**config.mk**
```make
export PLATFORM = sky130hd
export DESIGN_NAME = encoder8_3_db
export DESIGN_NICKNAME = d
export VERILOG_FILES = /design/src/rtl/encoder8_3_db.sv
export SDC_FILE = /design/constraint.sdc
export NUM_CORES = 1
export LEC_CHECK = 0
export ABC_AREA = 1
export BUFFER_PORTS_ARGS = -buffer_cell sky130_fd_sc_hd__clkbuf_2
export CORE_UTILIZATION = 55
export CTS_CLUSTER_SIZE = 16
export DETAILED_ROUTE_END_ITERATION = 7
export GPL_ROUTABILITY_DRIVEN = 0
export PLACE_DENSITY = 0.73
export SETUP_SLACK_MARGIN = 0.05
export SYNTH_ARGS = -nofsm -noshare
export SYNTH_HDL_FRONTEND = slang
export SYNTH_SLANG_ARGS = --single-unit
```
**constraint.sdc**
```tcl
create_clock -name sys_clk -period 2.08 [get_ports sys_clk]
set_input_delay 0.208 -clock sys_clk [delete_from_list [all_inputs] [get_ports sys_clk]]
set_output_delay 0.208 -clock sys_clk [all_outputs]
set_load 0.02 [all_outputs]
```
**src/rtl/encoder8_3_db.sv**
```systemverilog
// Debounced, registered 8-to-3 priority encoder for board switches and keys.
// Raw inputs are synchronised, held stable for CNT_MAX clocks, then the index
// of the highest set bit is emitted as a one-cycle event. A new event is only
// possible after the inputs have been debounced back to all-zero.
//
// state      | meaning
// -----------+-----------------------------------------------------------
// IDLE       | no keys seen, counter parked at 0
// PRESS_DB   | nonzero pattern seen, counting stable cycles of snap
// HELD       | event issued, waiting for all keys released
// RELEASE_DB | all-zero seen, counting stable cycles before re-arming
module encoder8_3_db #(
    parameter int CNT_MAX = 1_000_000,
    parameter int CNT_W   = 20
) (
    input  logic       sys_clk,
    input  logic       sys_rst_n,
    input  logic [7:0] key_in,
    output logic [2:0] code,
    output logic       code_vld,
    output logic       multi,
    output logic       busy
);

    typedef enum logic [1:0] {
        IDLE       = 2'd0,
        PRESS_DB   = 2'd1,
        HELD       = 2'd2,
        RELEASE_DB = 2'd3
    } state_t;

    localparam logic [CNT_W-1:0] CNT_LAST = CNT_W'(CNT_MAX - 1);

    logic [7:0]       sync1;
    logic [7:0]       s;
    logic [7:0]       snap;
    logic [CNT_W-1:0] cnt;
    state_t           state;

    // Bit 7 has the highest priority: the last set bit scanned wins.
    function automatic logic [2:0] prio(input logic [7:0] v);
        logic [2:0] idx;
        idx = 3'd0;
        for (int i = 0; i < 8; i++) begin
            if (v[i]) idx = 3'(i);
        end
        return idx;
    endfunction

    // Clearing the lowest set bit leaves something only if two or more were set.
    function automatic logic many(input logic [7:0] v);
        return (v & (v - 8'd1)) != 8'd0;
    endfunction

    // Two-flop synchroniser; s is the only view of the pins the FSM uses.
    always_ff @(posedge sys_clk or negedge sys_rst_n) begin
        if (!sys_rst_n) begin
            sync1 <= 8'd0;
            s     <= 8'd0;
        end else begin
            sync1 <= key_in;
            s     <= sync1;
        end
    end

    // Debounce FSM with registered event outputs.
    always_ff @(posedge sys_clk or negedge sys_rst_n) begin
        if (!sys_rst_n) begin
            state    <= IDLE;
            snap     <= 8'd0;
            cnt      <= '0;
            code     <= 3'd0;
            code_vld <= 1'b0;
            multi    <= 1'b0;
        end else begin
            code_vld <= 1'b0;
            case (state)
                IDLE: begin
                    cnt <= '0;
                    if (s != 8'd0) begin
                        snap  <= s;
                        state <= PRESS_DB;
                    end
                end
                PRESS_DB: begin
                    if (s == 8'd0) begin
                        cnt   <= '0;
                        state <= IDLE;
                    end else if (s != snap) begin
                        snap <= s;
                        cnt  <= '0;
                    end else if (cnt == CNT_LAST) begin
                        code     <= prio(snap);
                        multi    <= many(snap);
                        code_vld <= 1'b1;
                        cnt      <= '0;
                        state    <= HELD;
                    end else begin
                        cnt <= cnt + CNT_W'(1);
                    end
                end
                HELD: begin
                    cnt <= '0;
                    if (s == 8'd0) state <= RELEASE_DB;
                end
                RELEASE_DB: begin
                    if (s != 8'd0) begin
                        cnt   <= '0;
                        state <= HELD;
                    end else if (cnt == CNT_LAST) begin
                        cnt   <= '0;
                        state <= IDLE;
                    end else begin
                        cnt <= cnt + CNT_W'(1);
                    end
                end
                default: begin
                    cnt   <= '0;
                    state <= IDLE;
                end
            endcase
        end
    end

    // busy is a decode of the state register only, so it is glitch-free.
    assign busy = (state != IDLE);

endmodule

```
==> out/qor.yml <==
layout:
  n_antenna_cell: 0
  layout_commonest_cell: "nand2_1"
  final_cell_mix: "nand2_1 (77), dfrtp_1 (51), nor2_1 (39)"
  nNetsFinal: 342
  syn2layout_area_growth_pct: 12.9
  drive_gt1_share_pct: 15.4
sta:
  rsz0062_at_grt: "false"
  finalHoldViolations: 0
  finalCritPeriodShare_pct: 81.1
  finalCriticalPeriod_ns: 1.69
  max_freq_mhz: 593
  skew_ns: 0.0108
  final.setup.tns_ns: 0
  timing.hold.ws_ns: 0.356
  slew_violations: 0
  setup_violations: 0
  worst_pin_slew_ns: 0.641
  slew_headroom_pct: 57.3
  setup_ws_ns: 0.392
synth:
  synth_fp_nets: 313
  synth.cell_area_sq_um: 2500
  synth_cell_type_count: 28
  ys_warn_count: 0
  ys_ff_latch: 51
  syn_inst: 302
  ys_seq_area_share_pct: 51.0
  syn_area_per_cell_sq_um: 8.28
worst_setup_path:
  worstPathArrival_ns: 1.89
  critical_path.max_fanout: 6
  end_kind: "flop"
  cp_data_required_time_ns: 2.28
  critPathBufInv: 1
  rr_worst_depth: 8
  critPathMaxStageDelay_ns: 0.44
  cp_slowest_cell: "dfrtp_1"
  path_depth: 8
  cp_cell_sequence: "ha_1 -> nand3_2 -> inv_1 -> nand2_1 -> nor3_4 -> nand3_1 -> xor2_1 -> nor2_1"
  worstSetupStartpointType: "flop"
  path_class: "reg2reg"
  cp_top_family: "simple AND/OR/NAND/NOR gates"
route:
  firstDrtPassIters: 4
  dr.first_iter.drc_count: 151
  drc: 0
  routed_wl_mm: 4.41
  wire_per_inst_um: 11.5
  ant_nets: 0
  viasPerCell: 5.12
  via_count: 1965
clocking:
  insertion_delay_ns: 0.31
  cts.sinks: 51
  htreeDepth: 2
  clockRootBuffer: "clkbuf_8"
  path_clk_slew_ns: 0.10
  clock_path_buffers: 2
  tritoncts: "yes"
  cts_buffers: 5
placed_design:
  dp_hpwl_mm: 3.19
  port_buffers: 15
  pre_cts_ws_ns: 0.416
pwr:
  finalPower_mw: 1.75
  cellPowerDensity_nw_per_um2: 619
  ir_drop_mv: 0.537
  p_leak_nw: 1.32
die:
  die_h_um: 69.4
  start_util_pct: 57.4
  dieArea_sq_um: 4820
  ios: 16
  num_rows: 24
  die_w_um: 69.4
  coreArea_sq_um: 4350
grt:
  grt_max_degree: 27
  grt_overflow: 0
  gr-usage-all-layers_pct: 20.4
  grt_pass1_wl_mm: 7.82
  antenna_found_initial: 0
  grt_pass1_vias: 1799
outcome:
  outcome: "finished clean"
run:
  cap_violations: 0
hold_path:
  min_path_type: "reg2reg"
  min_path_cells: 0
[path summary, 6_finish.rpt]
path,startpoint,end,slack (ns)
setup / recovery,cnt[0],cnt[18],0.39
hold / removal,sync1[2],s[2],0.36
setup reg to reg,cnt[0],cnt[18],0.39
hold reg to reg,sync1[2],s[2],0.36
max in group asynchronous,sys_rst_n,cnt[7],1.08
min in group asynchronous,sys_rst_n,code_vld,0.43
[Yosys cell counts (all sizes together)]
master / instances / area [sq um]
dfrtp: 51 / 1280
inv: 39 / 149
o21ai: 19 / 106
nand2: 80 / 308
xor2: 10 / 87.6
nand3: 17 / 90.1
ha: 1 / 12.5
nor2: 51 / 226
nor3: 7 / 46.3
nand3b: 1 / 7.51
o2111ai: 1 / 8.76
nor3b: 1 / 7.51
nand4: 9 / 56.3
xnor2: 7 / 61.3
a31oi: 1 / 6.26
a21oi: 4 / 20.0
buf: 3 / 31.3
[sequential cells by signal, summed over array words and instances, names as in the netlist, named ones only]
register  flops
cnt          20
s             8
snap          8
sync1         8
code          3
code_vld      1
multi         1
state         1
[what timing repair did]
action / in CTS / in global routing
setup buffers: 0 / 0
endpoints found under the hold margin: 33 / 0
gates resized for setup: 0 / 0
hold buffers: 9 / 0
[logic make-up after synthesis]
kind of cell | Yosys count | share of synthesized area [%]
DFF | 51 | 51.0
and+or+nand+nor | 166 | 29.7
AOI/OAI and AO/OA | 25 | 5.65
buffers and inverters | 42 | 7.20
xor gates and xnor gates | 17 | 5.95
adders and majority gates | 1 | 0.500
[layout make-up]
| class | instances | area (sq um) |
|---|---|---|
| inverters | 39 | 149 |
| repair buffers | 25 | 185 |
| well taps | 52 | 65.1 |
| fillers | 345 | 1530 |
| flip-flops and latches | 51 | 1280 |
| clock buffers | 5 | 68.8 |
| clock inverters | 3 | 33.8 |
| multi-input cells | 209 | 1040 |
[stage by stage]
step	std cells	area, sq um	utilization (%)
after global placement	367	2630	60.4
after detailed placement	367	2630	60.4
after floorplan	302	2500	-
after global routing	384	2820	64.8
after CTS	384	2820	64.8
final	384	2820	64.8
[power by group]
part	internal, mW	leakage [nW]	switching (mW)	total (mW)
Combinational	0.0433	0.612	0.0543	0.0976
Sequential	1.02	0.652	0.0204	1.04
Clock	0.256	0.0519	0.359	0.614
Total	1.31	1.32	0.433	1.75
[routing by layer]
layer / global-route usage [%] / vias up / wire length, um
li1: - / 1005 / -
met1: 29.5 / 924 / 2280
met2: 30.6 / 30 / 1910
met3: 4.80 / 6 / 152
met4: 6.12 / 0 / 60
met5: 0 / - / 0
Note: power is estimated with default switching activity, not from simulation.
